===== src/rtl/thr_cfg_ctrl.sv =====
// Push-key configurator for the RGB565 threshold limits: debounced keys edit shadow
// limits, which are copied to the active outputs only at the rising edge of vsync.
module thr_cfg_ctrl #(
  parameter int DEBOUNCE_CYC = 500000,
  parameter int REPEAT_DLY   = 25000000,
  parameter int REPEAT_CYC   = 5000000,
  parameter int R_MIN_INIT   = 0,
  parameter int R_MAX_INIT   = 8,
  parameter int G_MIN_INIT   = 0,
  parameter int G_MAX_INIT   = 16,
  parameter int B_MIN_INIT   = 0,
  parameter int B_MAX_INIT   = 8
) (
  input  logic       clk,
  input  logic       rst_n,
  input  logic       key_sel_n,
  input  logic       key_up_n,
  input  logic       key_dn_n,
  input  logic       in_vs,
  output logic [4:0] red_min,
  output logic [4:0] red_max,
  output logic [5:0] green_min,
  output logic [5:0] green_max,
  output logic [4:0] blue_min,
  output logic [4:0] blue_max,
  output logic [2:0] sel_idx,
  output logic       pending
);

  localparam int DBW     = $clog2(DEBOUNCE_CYC + 1);
  localparam int RPT_MAX = (REPEAT_DLY > REPEAT_CYC) ? REPEAT_DLY : REPEAT_CYC;
  localparam int RPW     = $clog2(RPT_MAX + 1);

  typedef enum logic [1:0] {
    ST_IDLE,
    ST_HOLD,
    ST_REPEAT
  } state_t;

  logic [2:0]     w_key_raw;
  logic [2:0]     r_key_s1;
  logic [2:0]     r_key_s2;
  logic           r_vs_s1;
  logic           r_vs_s2;
  logic           r_vs_s3;
  logic [2:0]     r_deb;
  logic [2:0]     r_press;
  logic [DBW-1:0] r_deb_cnt [3];

  state_t         r_state;
  state_t         w_state_nx;
  logic [1:0]     r_key;
  logic [1:0]     w_key_nx;
  logic [RPW-1:0] r_rpt_cnt;
  logic [RPW-1:0] w_rpt_nx;
  logic           w_rel;
  logic           w_do_sel;
  logic           w_do_up;
  logic           w_do_dn;

  logic [5:0]     r_shadow [6];
  logic [2:0]     r_sel;
  logic           r_pending;
  logic [5:0]     w_cur;
  logic [5:0]     w_pair;
  logic [5:0]     w_lim;
  logic [5:0]     w_next_val;
  logic           w_up_ok;
  logic           w_dn_ok;
  logic           w_step;
  logic           w_commit;

  assign w_key_raw = {key_dn_n, key_up_n, key_sel_n};

  // Synchronisers reset to the "pressed" level so a key held through reset is never seen as a new press.
  always_ff @(posedge clk or negedge rst_n) begin
    if (!rst_n) begin
      r_key_s1 <= 3'b000;
      r_key_s2 <= 3'b000;
      r_vs_s1  <= 1'b0;
      r_vs_s2  <= 1'b0;
      r_vs_s3  <= 1'b0;
    end else begin
      r_key_s1 <= w_key_raw;
      r_key_s2 <= r_key_s1;
      r_vs_s1  <= in_vs;
      r_vs_s2  <= r_vs_s1;
      r_vs_s3  <= r_vs_s2;
    end
  end

  always_ff @(posedge clk or negedge rst_n) begin
    if (!rst_n) begin
      r_deb   <= 3'b000;
      r_press <= 3'b000;
      for (int k = 0; k < 3; k++) r_deb_cnt[k] <= '0;
    end else begin
      for (int k = 0; k < 3; k++) begin
        r_press[k] <= 1'b0;
        if (r_key_s2[k] == r_deb[k]) begin
          r_deb_cnt[k] <= '0;
        end else if (r_deb_cnt[k] == DBW'(DEBOUNCE_CYC - 1)) begin
          r_deb[k]     <= r_key_s2[k];
          r_deb_cnt[k] <= '0;
          r_press[k]   <= ~r_key_s2[k];
        end else begin
          r_deb_cnt[k] <= r_deb_cnt[k] + DBW'(1);
        end
      end
    end
  end

  always_ff @(posedge clk or negedge rst_n) begin
    if (!rst_n) begin
      r_state   <= ST_IDLE;
      r_key     <= 2'd0;
      r_rpt_cnt <= '0;
    end else begin
      r_state   <= w_state_nx;
      r_key     <= w_key_nx;
      r_rpt_cnt <= w_rpt_nx;
    end
  end

  assign w_rel = r_deb[r_key];

  // Key index: 0 sel, 1 up, 2 dn. Only the key that started a hold can end it.
  always_comb begin
    w_state_nx = r_state;
    w_key_nx   = r_key;
    w_rpt_nx   = r_rpt_cnt;
    w_do_sel   = 1'b0;
    w_do_up    = 1'b0;
    w_do_dn    = 1'b0;
    case (r_state)
      ST_IDLE: begin
        w_rpt_nx = '0;
        if (r_press[0]) begin
          w_do_sel   = 1'b1;
          w_key_nx   = 2'd0;
          w_state_nx = ST_HOLD;
        end else if (r_press[1]) begin
          w_do_up    = 1'b1;
          w_key_nx   = 2'd1;
          w_state_nx = ST_HOLD;
        end else if (r_press[2]) begin
          w_do_dn    = 1'b1;
          w_key_nx   = 2'd2;
          w_state_nx = ST_HOLD;
        end
      end
      ST_HOLD: begin
        if (w_rel) begin
          w_state_nx = ST_IDLE;
          w_rpt_nx   = '0;
        end else if (r_key != 2'd0) begin
          if (r_rpt_cnt == RPW'(REPEAT_DLY - 1)) begin
            w_state_nx = ST_REPEAT;
            w_rpt_nx   = '0;
          end else begin
            w_rpt_nx = r_rpt_cnt + RPW'(1);
          end
        end
      end
      ST_REPEAT: begin
        if (w_rel) begin
          w_state_nx = ST_IDLE;
          w_rpt_nx   = '0;
        end else if (r_rpt_cnt == RPW'(REPEAT_CYC - 1)) begin
          w_do_up  = (r_key == 2'd1);
          w_do_dn  = (r_key == 2'd2);
          w_rpt_nx = '0;
        end else begin
          w_rpt_nx = r_rpt_cnt + RPW'(1);
        end
      end
      default: begin
        w_state_nx = ST_IDLE;
        w_rpt_nx   = '0;
      end
    endcase
  end

  // Even indices are mins, odd are maxes; each limit's partner is at index ^ 1.
  assign w_cur      = r_shadow[r_sel];
  assign w_pair     = r_shadow[r_sel ^ 3'd1];
  assign w_lim      = (r_sel == 3'd2 || r_sel == 3'd3) ? 6'd63 : 6'd31;
  assign w_up_ok    = r_sel[0] ? (w_cur < w_lim) : (w_cur < w_pair);
  assign w_dn_ok    = r_sel[0] ? (w_cur > w_pair) : (w_cur != 6'd0);
  assign w_step     = (w_do_up & w_up_ok) | (w_do_dn & w_dn_ok);
  assign w_next_val = w_do_up ? (w_cur + 6'd1) : (w_cur - 6'd1);
  assign w_commit   = r_vs_s2 & ~r_vs_s3 & r_pending;

  // Commit samples the shadow before any same-cycle step, so that step stays pending.
  always_ff @(posedge clk or negedge rst_n) begin
    if (!rst_n) begin
      r_shadow[0] <= 6'(R_MIN_INIT);
      r_shadow[1] <= 6'(R_MAX_INIT);
      r_shadow[2] <= 6'(G_MIN_INIT);
      r_shadow[3] <= 6'(G_MAX_INIT);
      r_shadow[4] <= 6'(B_MIN_INIT);
      r_shadow[5] <= 6'(B_MAX_INIT);
      r_sel       <= 3'd0;
      r_pending   <= 1'b0;
      red_min     <= 5'(R_MIN_INIT);
      red_max     <= 5'(R_MAX_INIT);
      green_min   <= 6'(G_MIN_INIT);
      green_max   <= 6'(G_MAX_INIT);
      blue_min    <= 5'(B_MIN_INIT);
      blue_max    <= 5'(B_MAX_INIT);
    end else begin
      if (w_do_sel) begin
        r_sel <= (r_sel == 3'd5) ? 3'd0 : (r_sel + 3'd1);
      end
      if (w_step) begin
        r_shadow[r_sel] <= w_next_val;
      end
      if (w_commit) begin
        red_min   <= r_shadow[0][4:0];
        red_max   <= r_shadow[1][4:0];
        green_min <= r_shadow[2];
        green_max <= r_shadow[3];
        blue_min  <= r_shadow[4][4:0];
        blue_max  <= r_shadow[5][4:0];
      end
      if (w_step) begin
        r_pending <= 1'b1;
      end else if (w_commit) begin
        r_pending <= 1'b0;
      end
    end
  end

  assign sel_idx = r_sel;
  assign pending = r_pending;

endmodule


===== config.mk =====
export PLATFORM = sky130hd
export DESIGN_NAME = thr_cfg_ctrl
export DESIGN_NICKNAME = d
export VERILOG_FILES = /design/src/rtl/thr_cfg_ctrl.sv
export SDC_FILE = /design/constraint.sdc
export NUM_CORES = 1
export LEC_CHECK = 0
export CORE_ASPECT_RATIO = 0.75
export CORE_UTILIZATION = 45
export DETAILED_ROUTE_END_ITERATION = 8
export GPL_TIMING_DRIVEN = 1
export PLACE_DENSITY_LB_ADDON = 0.2
export SLEW_MARGIN = 15
export SYNTH_ARGS = -nofsm -noshare
export SYNTH_HDL_FRONTEND = slang
export SYNTH_SLANG_ARGS = --single-unit

===== constraint.sdc =====
create_clock -name clk -period 3.56 [get_ports clk]
set_input_delay 0.712 -clock clk [delete_from_list [all_inputs] [get_ports clk]]
set_output_delay 0.712 -clock clk [all_outputs]
set_load 0.03 [all_outputs]

Word level (Yosys, flattened, before mapping) --
Cells that the tools add are included. Widths: inputs -> output; s select.
Storage, ports and cells: output and inout port bits 36, logic and storage cells 149, input bits 6, register bits after elaboration 173
Cells by class: mux-type cells 60, bitwise operators 15, equality and inequality tests 19, reduce and logical (&&, ||, !) cells 12, magnitude comparators 7, add/subtract/negate cells 7
Operators with widths (number):
- $mux 25 | 5
- $mux 19 | 6
- $add 19x1->19 const B | 3
- $eq 19x19->1 const B | 3
- $pmux 25 s2 | 1
- $mux 6 | 7
- $bmux 6 s3 | 2
- $bwmux 36 | 1
- $add 25x1->25 const B | 1
- $eq 25x23->1 const B | 1
- $eq 25x25->1 const B | 1
- $mux 1 | 22
- $mux 2 | 10
- $demux 6 s3 | 1
- $lt 6x6->1 | 2
- $ge 4x4->1 const B | 2
- $not 1->1 | 8
- $not 3->4 | 2
- $reduce_and 2->1 | 4
- $add 6x1->6 const B | 1
- $eq 3x2->1 const B | 2
- $gt 6x6->1 | 1
- $ne 3x3->1 const B | 2
- $pmux 2 s3 | 1
- other kinds (22) | 31

Depth between registers and ports, before layout --
Gate-level depths: netlist of the first run.
depth in word-level cells 10, gate-level depth with buffers 17, gate-level depth less buffers 12

Least setup slack after synthesis of the first run --
No wires, ideal clock.
kind flip-flop to flip-flop, start point register r_sel[0] (netlist: sel_idx[0]), end point register r_shadow[0] (netlist name), data required time 3.435 ns, setup time 0.125 ns, arrival time 3.900 ns, slack -0.465 ns, stages on the path, launching flop included 17, path buffers 6, period minus slack after synthesis 4.025 ns, cell sequence dfrtp_1 buf_6 buf_2 buf_1 buf_1 o21ai_0 o22a_1 ha_1 a21oi_1 a21boi_0 or4_1 o311ai_0 a32o_1 buf_6 and2_4 buf_6 mux2_4
Between the ends: word-level cells in the longest chain between the ends 9, elaborated cells on any way between the ends 31, classes of those cells 2 x add/sub; 5 x order compare; 2 x eq/ne; 13 x mux; 6 x bitwise; 3 x reduce/logical
RTL lines:
- from (decl) | line 62 | logic [2:0] r_sel;
- from (signal assigned) | line 213 | r_sel <= (r_sel == 3'd5) ? 3'd0 : (r_sel + 3'd1);
- $not 1->1 (no source line)
- $not 3->4 (not written as such) | line 186 | assign w_pair = r_shadow[r_sel ^ 3'd1];
- $bmux 6 s3 | line 186
- $mux 6 (not written as such) (2 in series) | line 186
- $lt 6x6->1 or $gt 6x6->1 (tied branches) | line 188, 189
- $mux 1 (on tied branches) | line 188, 189
- $and 1x1->1 | line 190 | assign w_step = (w_do_up & w_up_ok) | (w_do_dn & w_dn_ok);
- $or 1x1->1 | line 190
- to (signal, indexed assignment) | line 216 | r_shadow[r_sel] <= w_next_val;
- to (decl) | line 61 | logic [5:0] r_shadow [6];
Parallel ways exist; a longest one is shown, timed or not. The select of a mux whose other input is x is not followed. A chain may end at the register's enable or synchronous reset.

Worst setup path in the final report of the first run --
start point register r_sel[0] (netlist: sel_idx[0]), end point register r_shadow[4] (netlist name)
Same word-level chain as after synthesis.

==> results of run 1 <==
## cell families after synthesis
group / Yosys count / synth area share (%)
AND/OR/NAND/NOR: 295 / 17.5
multiplexers: 99 / 14.5
flip-flops: 173 / 50.5
XOR/XNOR: 66 / 6.74
AO/OA/AOI/OAI: 82 / 6.04
adder cells (fa/ha/maj): 16 / 2.33
buffers and inverters: 46 / 2.30
## synthesized netlist by cell type, drive strengths merged, types with 11 or more instances
| cell type | number | area share, % |
|---|---|---|
| a21oi | 23 | 1.3 |
| and3 | 12 | 0.87 |
| clkbuf | 18 | 0.79 |
| dfrtp | 167 | 49 |
| ha | 16 | 2.3 |
| inv | 19 | 0.83 |
| mux2 | 76 | 10 |
| mux2i | 12 | 1.4 |
| mux4 | 11 | 2.9 |
| nand2 | 58 | 2.5 |
| nand3 | 38 | 2.4 |
| nand4 | 18 | 1.3 |
| nor2 | 90 | 3.9 |
| nor3 | 13 | 0.76 |
| o21ai | 28 | 1.6 |
| xnor2 | 30 | 3.1 |
| xor2 | 36 | 3.7 |
## critical path, delay by kind of cell, from the launching register on
kind / cells / cell delay, ns
simple gates: 3 / 0.78
fa+ha+maj: 1 / 0.31
flops: 1 / 0.49
buf+inv: 2 / 0.20
mux: 2 / 0.87
compound gates: 4 / 0.60
## through the flow
stage,hold slack (ns),std cells
floorplan,0.331,777
detailed placement,0.339,1067
global placement,0.333,1067
global route,0.226,1108
finish,0.208,1108
CTS,0.213,1099
## report_power, final
part / switching (mW) / internal, mW / leakage, nW / total, mW
sequential: 0.0116 / 1.98 / 2.36 / 1.99
combinational: 0.0552 / 0.0184 / 1.81 / 0.0736
clock: 0.915 / 0.947 / 0.292 / 1.86
## registers in the layout (all words and copies together), names as in the netlist, 3 cells and up
| register | count |
|---|---|
| red_max | 5 |
| green_max | 6 |
| blue_min | 5 |
| red_min | 5 |
| r_rpt_cnt | 25 |
| r_deb | 3 |
| r_key_s1 | 3 |
| sel_idx | 3 |
| r_key_s2 | 3 |
| green_min | 6 |
| blue_max | 5 |
| r_deb_cnt | 57 |
| r_press | 3 |
| r_shadow | 36 |
## layer usage
metal | GRT usage [%] | up-vias | share of wire (%)
li1 | - | 2911 | -
met1 | 31.3 | 3080 | 50
met2 | 29.6 | 161 | 43
met3 | 6.03 | 11 | 6.1
met4 | 4.95 | 0 | 0.60
met5 | 0 | - | 0
## final timing paths
check | start | endpoint | slack (ns) | depth (start not counted)
max reg2reg | sel_idx[0] | r_shadow[4] | 0.19 | 12
max | sel_idx[0] | r_shadow[4] | 0.19 | 12
min reg2reg | r_key_s1[2] | r_key_s2[2] | 0.35 | 0
min in group clk | r_key_s1[2] | r_key_s2[2] | 0.35 | 0
min | rst_n | r_rpt_cnt[2] | 0.21 | 1
max in group asynchronous | rst_n | red_max[3] | 2.51 | 2
## final cells by class
type	instances	area (um2)
Inverter	19	71.3
Multi-Input combinational cell	558	4120
Tap cell	247	309
Fill cell	1593	8390
Timing Repair Buffer	79	723
Sequential cell	173	4340
Clock buffer	17	425
Clock inverter	15	176
## repair_timing
| item | 4_1_cts | 5_1_grt |
|---|---|---|
| resized for setup | 0 | 15 |
| buffers inserted | 0 | 9 |
| setup endpoints to repair | 0 | 36 |
==> run_results.csv, run 1 <==
group,metric,value,unit
clocking,cts.clk_slew.worst_paths,0.08,ns
logic_synthesis,yosys_warnings,0,
logic_synthesis,synthArstFlopShare,100,%
floorplanning,die_y,122,um
global_route,grt.overflow.total,0,
timing,tightest_slew,0.880,ns
power_and_ir_drop,power_density,386,mW/mm2
drt,wl_per_cell,17.1,um
power_and_ir_drop,p_leak,4.47,nW
place,port_buffers,41,
finish,fin_util,54.8,%
clocking,clock-root-buffer,"clkbuf_16",
timing,slew_violations,0,
clocking,cts_tree,"yes",
power_and_ir_drop,power,3.93,mW
global_route,antenna_found_initial,0,
place,placed_area,0.00943,mm2
critical_path,crit_path_end_kind,"flop",
place,dpl.hpwl,13.7,mm
timing,relSlewSlack,41.2,%
logic_synthesis,netlist_instances,777,
timing,period_minus_slack,3.37,ns
timing,setup_ws,0.188,ns
critical_path,cp_data_arrival_time,3.68,ns
timing,min_period_over_period,94.7,%
logic_synthesis,syn-cell-area,0.00858,mm2
clocking,htreeDepth,4,
critical_path,crit_path_top_delay_cell,"mux4_2",
timing,rsz0062_at_grt,"no",
drt,viasPerCell,5.56,
floorplanning,die_width,161,um
run,maxCapViolCount,0,
critical_path,cpPeakStageDelay,0.56,ns
finish,finalNetCount,870,
outcome,status,"complete, no violations",
drt,ant_nets,0,
place,dpl_worst_slack,0.0217,ns
clocking,clock_path_buffers,2,
drt,drc,0,
critical_path,cp_max_fo,7,
power_and_ir_drop,ir_drop,0.245,mV
critical_path,critPathRequiredTime,3.87,ns
logic_synthesis,ys_ff_latch,173,
global_route,grt_usage,20.9,%
global_route,grt_pass1_vias,6096,
hold_path,min_path_type,"primary input to async pin",
clocking,numCtsBuffers,17,
logic_synthesis,ys_seq_area_share,50.5,%
finish,syn_to_final_growth,18.5,%
logic_synthesis,avgSynthCellArea,11.0,um2
timing,skew,0.0161,ns
clocking,holdBufCountCts,0,
timing,max_freq,297,MHz
finish,mostFrequentLayoutCells,"dfrtp_1 (165), nor2_1 (90), mux2_2 (70), nand2_1 (58), clkdlybuf4s50_1 (40)",
critical_path,startpoint_type,"flop",
logic_synthesis,synth_edf_count,0,
floorplanning,core_area,0.0186,mm2
timing,hold_viol_final,0,
drt,firstDrtPassIters,5,
finish,drive_above_1_share,21.3,%
finish,fin_area,0.0102,mm2
critical_path,path_cells,"mux4_2 -> a22oi_2 -> inv_2 -> ha_1 -> nand3_1 -> a21boi_0 -> or4_1 -> o311ai_1 -> a32o_2 -> buf_4 -> and2_4 -> mux2_4",
finish,n_antenna_cell,0,
logic_synthesis,synthesis.nets,799,
clocking,clkLatencyLatePin,0.44,ns
floorplanning,io_pins,42,
global_route,grt_first_pass_wirelength,32.0,mm
floorplanning,initial_core_util,46.2,%
drt,vias,6163,
clocking,cts_sinks,173,
finish,final_common_cell,"dfrtp_1",
logic_synthesis,synthDistinctLibCells,59,
timing,finalSetupViolations,0,
logic_synthesis,synth-main-ff-cell,"dfrtp_1",
place,place.gp.congestion,0.872,
drt,drt-total-wl,19.0,mm
drt,drtIter0Drc,503,
critical_path,setup.worst_path.class,"flop to flop",
global_route,grt_max_degree,69,
floorplanning,rows,43,
timing,finalSetupTns,0,ns
floorplanning,die_area,0.0196,mm2
Note: power is estimated with default switching activity, not from simulation.
==> inputs of run 2 (changes only) <==
PLACE_DENSITY = 0.73   (was default)
PLACE_DENSITY_LB_ADDON = default   (was 0.2)
SLEW_MARGIN = 20   (was 15)
==> run 2 against run 1 <==
Net effect: worst hold slack improved by 0.080 ns; sequential cell count unchanged; die area unchanged; critical path type unchanged; largest cell class unchanged.
==> run_results.csv, run 2 (synthesis results as in run 1) <==
group,metric,value,unit
outcome,status,"complete, no violations",
global_route,grt_max_degree,69,
global_route,globalRouteMet1Util,29.9,%
critical_path,cpPeakStageDelay,0.54,ns
timing,min_period_over_period,97.9,%
floorplanning,die_y,122,um
floorplanning,rows,43,
finish,top_regs,"r_deb_cnt (57), r_shadow (36), r_rpt_cnt (25)",
global_route,grt_pass1_vias,5818,
finish,nFillCells,1552,
place,placed_area,0.00942,mm2
global_route,antenna_found_initial,0,
critical_path,cp_max_fo,8,
critical_path,reg2reg_depth,14,
run,maxCapViolCount,0,
clocking,holdBufCountCts,0,
drt,wl_per_cell,16.4,um
finish,finalNetCount,873,
drt,drt-total-wl,18.2,mm
clocking,numCtsBuffers,17,
place,port_buffers,41,
clocking,cts_tree,"yes",
clocking,cts_sinks,173,
floorplanning,initial_core_util,46.2,%
timing,skew,0.0120,ns
power_and_ir_drop,power,4.04,mW
critical_path,path_cells,"buf_6 -> buf_4 -> buf_6 -> mux4_2 -> a22oi_2 -> ha_2 -> nand2b_4 -> a21oi_2 -> or4_1 -> o311ai_1 -> a32o_2 -> buf_6 -> and2_4 -> mux2_4",
critical_path,crit_path_top_delay_cell,"dfrtp_4",
timing,hold_viol_final,0,
floorplanning,core_area,0.0186,mm2
finish,regMostFlops,"r_deb_cnt",
floorplanning,die_width,161,um
floorplanning,die_area,0.0196,mm2
global_route,grt.overflow.total,0,
timing,max_freq,287,MHz
clocking,clock_path_buffers,2,
timing,period_minus_slack,3.49,ns
drt,drtIter0Drc,454,
power_and_ir_drop,ir_drop,0.231,mV
global_route,met2_usage,27.4,%
drt,ant_nets,0,
place,dpl_worst_slack,-0.0327,ns
floorplanning,io_pins,42,
critical_path,r2r_start,"sel_idx[0]",
global_route,grt-busiest-layer,"met1",
clocking,clock-root-buffer,"clkbuf_16",
drt,firstDrtPassIters,4,
critical_path,critPathRequiredTime,3.87,ns
power_and_ir_drop,power_density,395,mW/mm2
critical_path,rr_endpoint,"r_shadow[2]",
global_route,grt_first_pass_wirelength,30.2,mm
drt,drc,0,
finish,final_common_cell,"dfrtp_1",
critical_path,cp_data_arrival_time,3.80,ns
critical_path,critical_path_buf_inv_count,4,
clocking,htreeDepth,4,
drt,vias,6123,
hold_path,min_path_type,"primary input to async pin",
timing,slew_violations,0,
clocking,clkLatencyLatePin,0.43,ns
critical_path,cp_common_cell,"buf_6",
finish,drive_above_1_share,21.6,%
finish,mostFrequentLayoutCells,"dfrtp_1 (165), nor2_1 (90), mux2_2 (70), nand2_1 (58), clkdlybuf4s50_1 (40)",
critical_path,setup.worst_path.class,"flop to flop",
place,place.gp.congestion,0.856,
critical_path,path_delay_family,"multiplexers",
finish,largest_register_ffs,57,
finish,n_antenna_cell,0,
critical_path,cp-startpoint,"sel_idx[0]",
power_and_ir_drop,p_leak,4.51,nW
finish,syn_to_final_growth,19.2,%
global_route,met3_usage,5.14,%
global_route,grt_usage,19.6,%
drt,viasPerCell,5.51,
timing,setup_ws,0.0734,ns
timing,tightest_slew,0.639,ns
clocking,cts.clk_slew.worst_paths,0.07,ns
finish,fin_util,55.1,%
finish,fin_area,0.0102,mm2
critical_path,regToRegSetupSlack,0.07,ns
place,dpl.hpwl,12.5,mm
timing,relSlewSlack,57.4,%
critical_path,crit_path_end_kind,"flop",
critical_path,startpoint_type,"flop",
timing,finalSetupViolations,0,
## run 2: changes by cell type in the layout (fill, tap and decap cells not counted), sizes merged
| cell | change |
|---|---|
| inv | +2 |
| bufinv | +2 |
| clkbuf | -1 |
| clkinvlp | +1 |
| clkinv | -5 |
| buf | +4 |
## run 2: worst max path at each step
stage	end	slack, ns	cells after the start
after floorplan	r_shadow[0]	0.01	16
after global placement	r_shadow[15]	0.07	12
after detailed placement	r_shadow[17]	-0.03	12
after CTS	r_shadow[13]	0.02	12
after global routing	r_shadow[2]	-0.02	14
final	r_shadow[2]	0.07	14
## run 2: per-stage QoR
stage | std cells | hold slack [ns] | setup TNS [ns]
2_1_floorplan | 777 | 0.331 | 0
3_3_place_gp | 1069 | 0.334 | 0
3_5_place_dp | 1069 | 0.345 | -0.308
4_1_cts | 1104 | 0.300 | 0
5_1_grt | 1111 | 0.327 | -0.0731
6_report | 1111 | 0.287 | 0
## run 2: final cells by class
type	instances	area [um2]	share of cell area (%)
inverter	19	71.3	0.698
clock inverter	15	215	2.10
sequential	173	4340	42.5
clock buffer	17	425	4.16
timing repair buffer	82	747	7.31
multi-input combinational	558	4110	40.2
tap	247	309	3.02
## run 2: routing by layer
metal	vias to the layer above	share of wire, %
li1	2923	-
met1	3052	51
met2	131	43
met3	17	5.1
met4	0	1.1
met5	-	0
## run 2: power breakdown
| part | internal [mW] | switching, mW |
|---|---|---|
| logic | 0.0185 | 0.0546 |
| clock network | 1.09 | 0.889 |
| registers | 1.98 | 0.0113 |
| total | 3.08 | 0.955 |
## run 2: worst register-to-register path, cell delays in order (launching register included)
cell and delay, ns:
dfrtp_4 0.54, buf_6 0.16, buf_4 0.14, buf_6 0.12, mux4_2 0.48, a22oi_2 0.20, ha_2 0.20, nand2b_4 0.11
a21oi_2 0.05, or4_1 0.42, o311ai_1 0.12, a32o_2 0.22, buf_6 0.11, and2_4 0.20, mux2_4 0.31
## run 2: timing repair
action / CTS / global route
endpoints found under the setup margin: 36 / 36
buffers inserted: 3 / 7
resized for setup: 1 / 20
pin swaps: 0 / 3
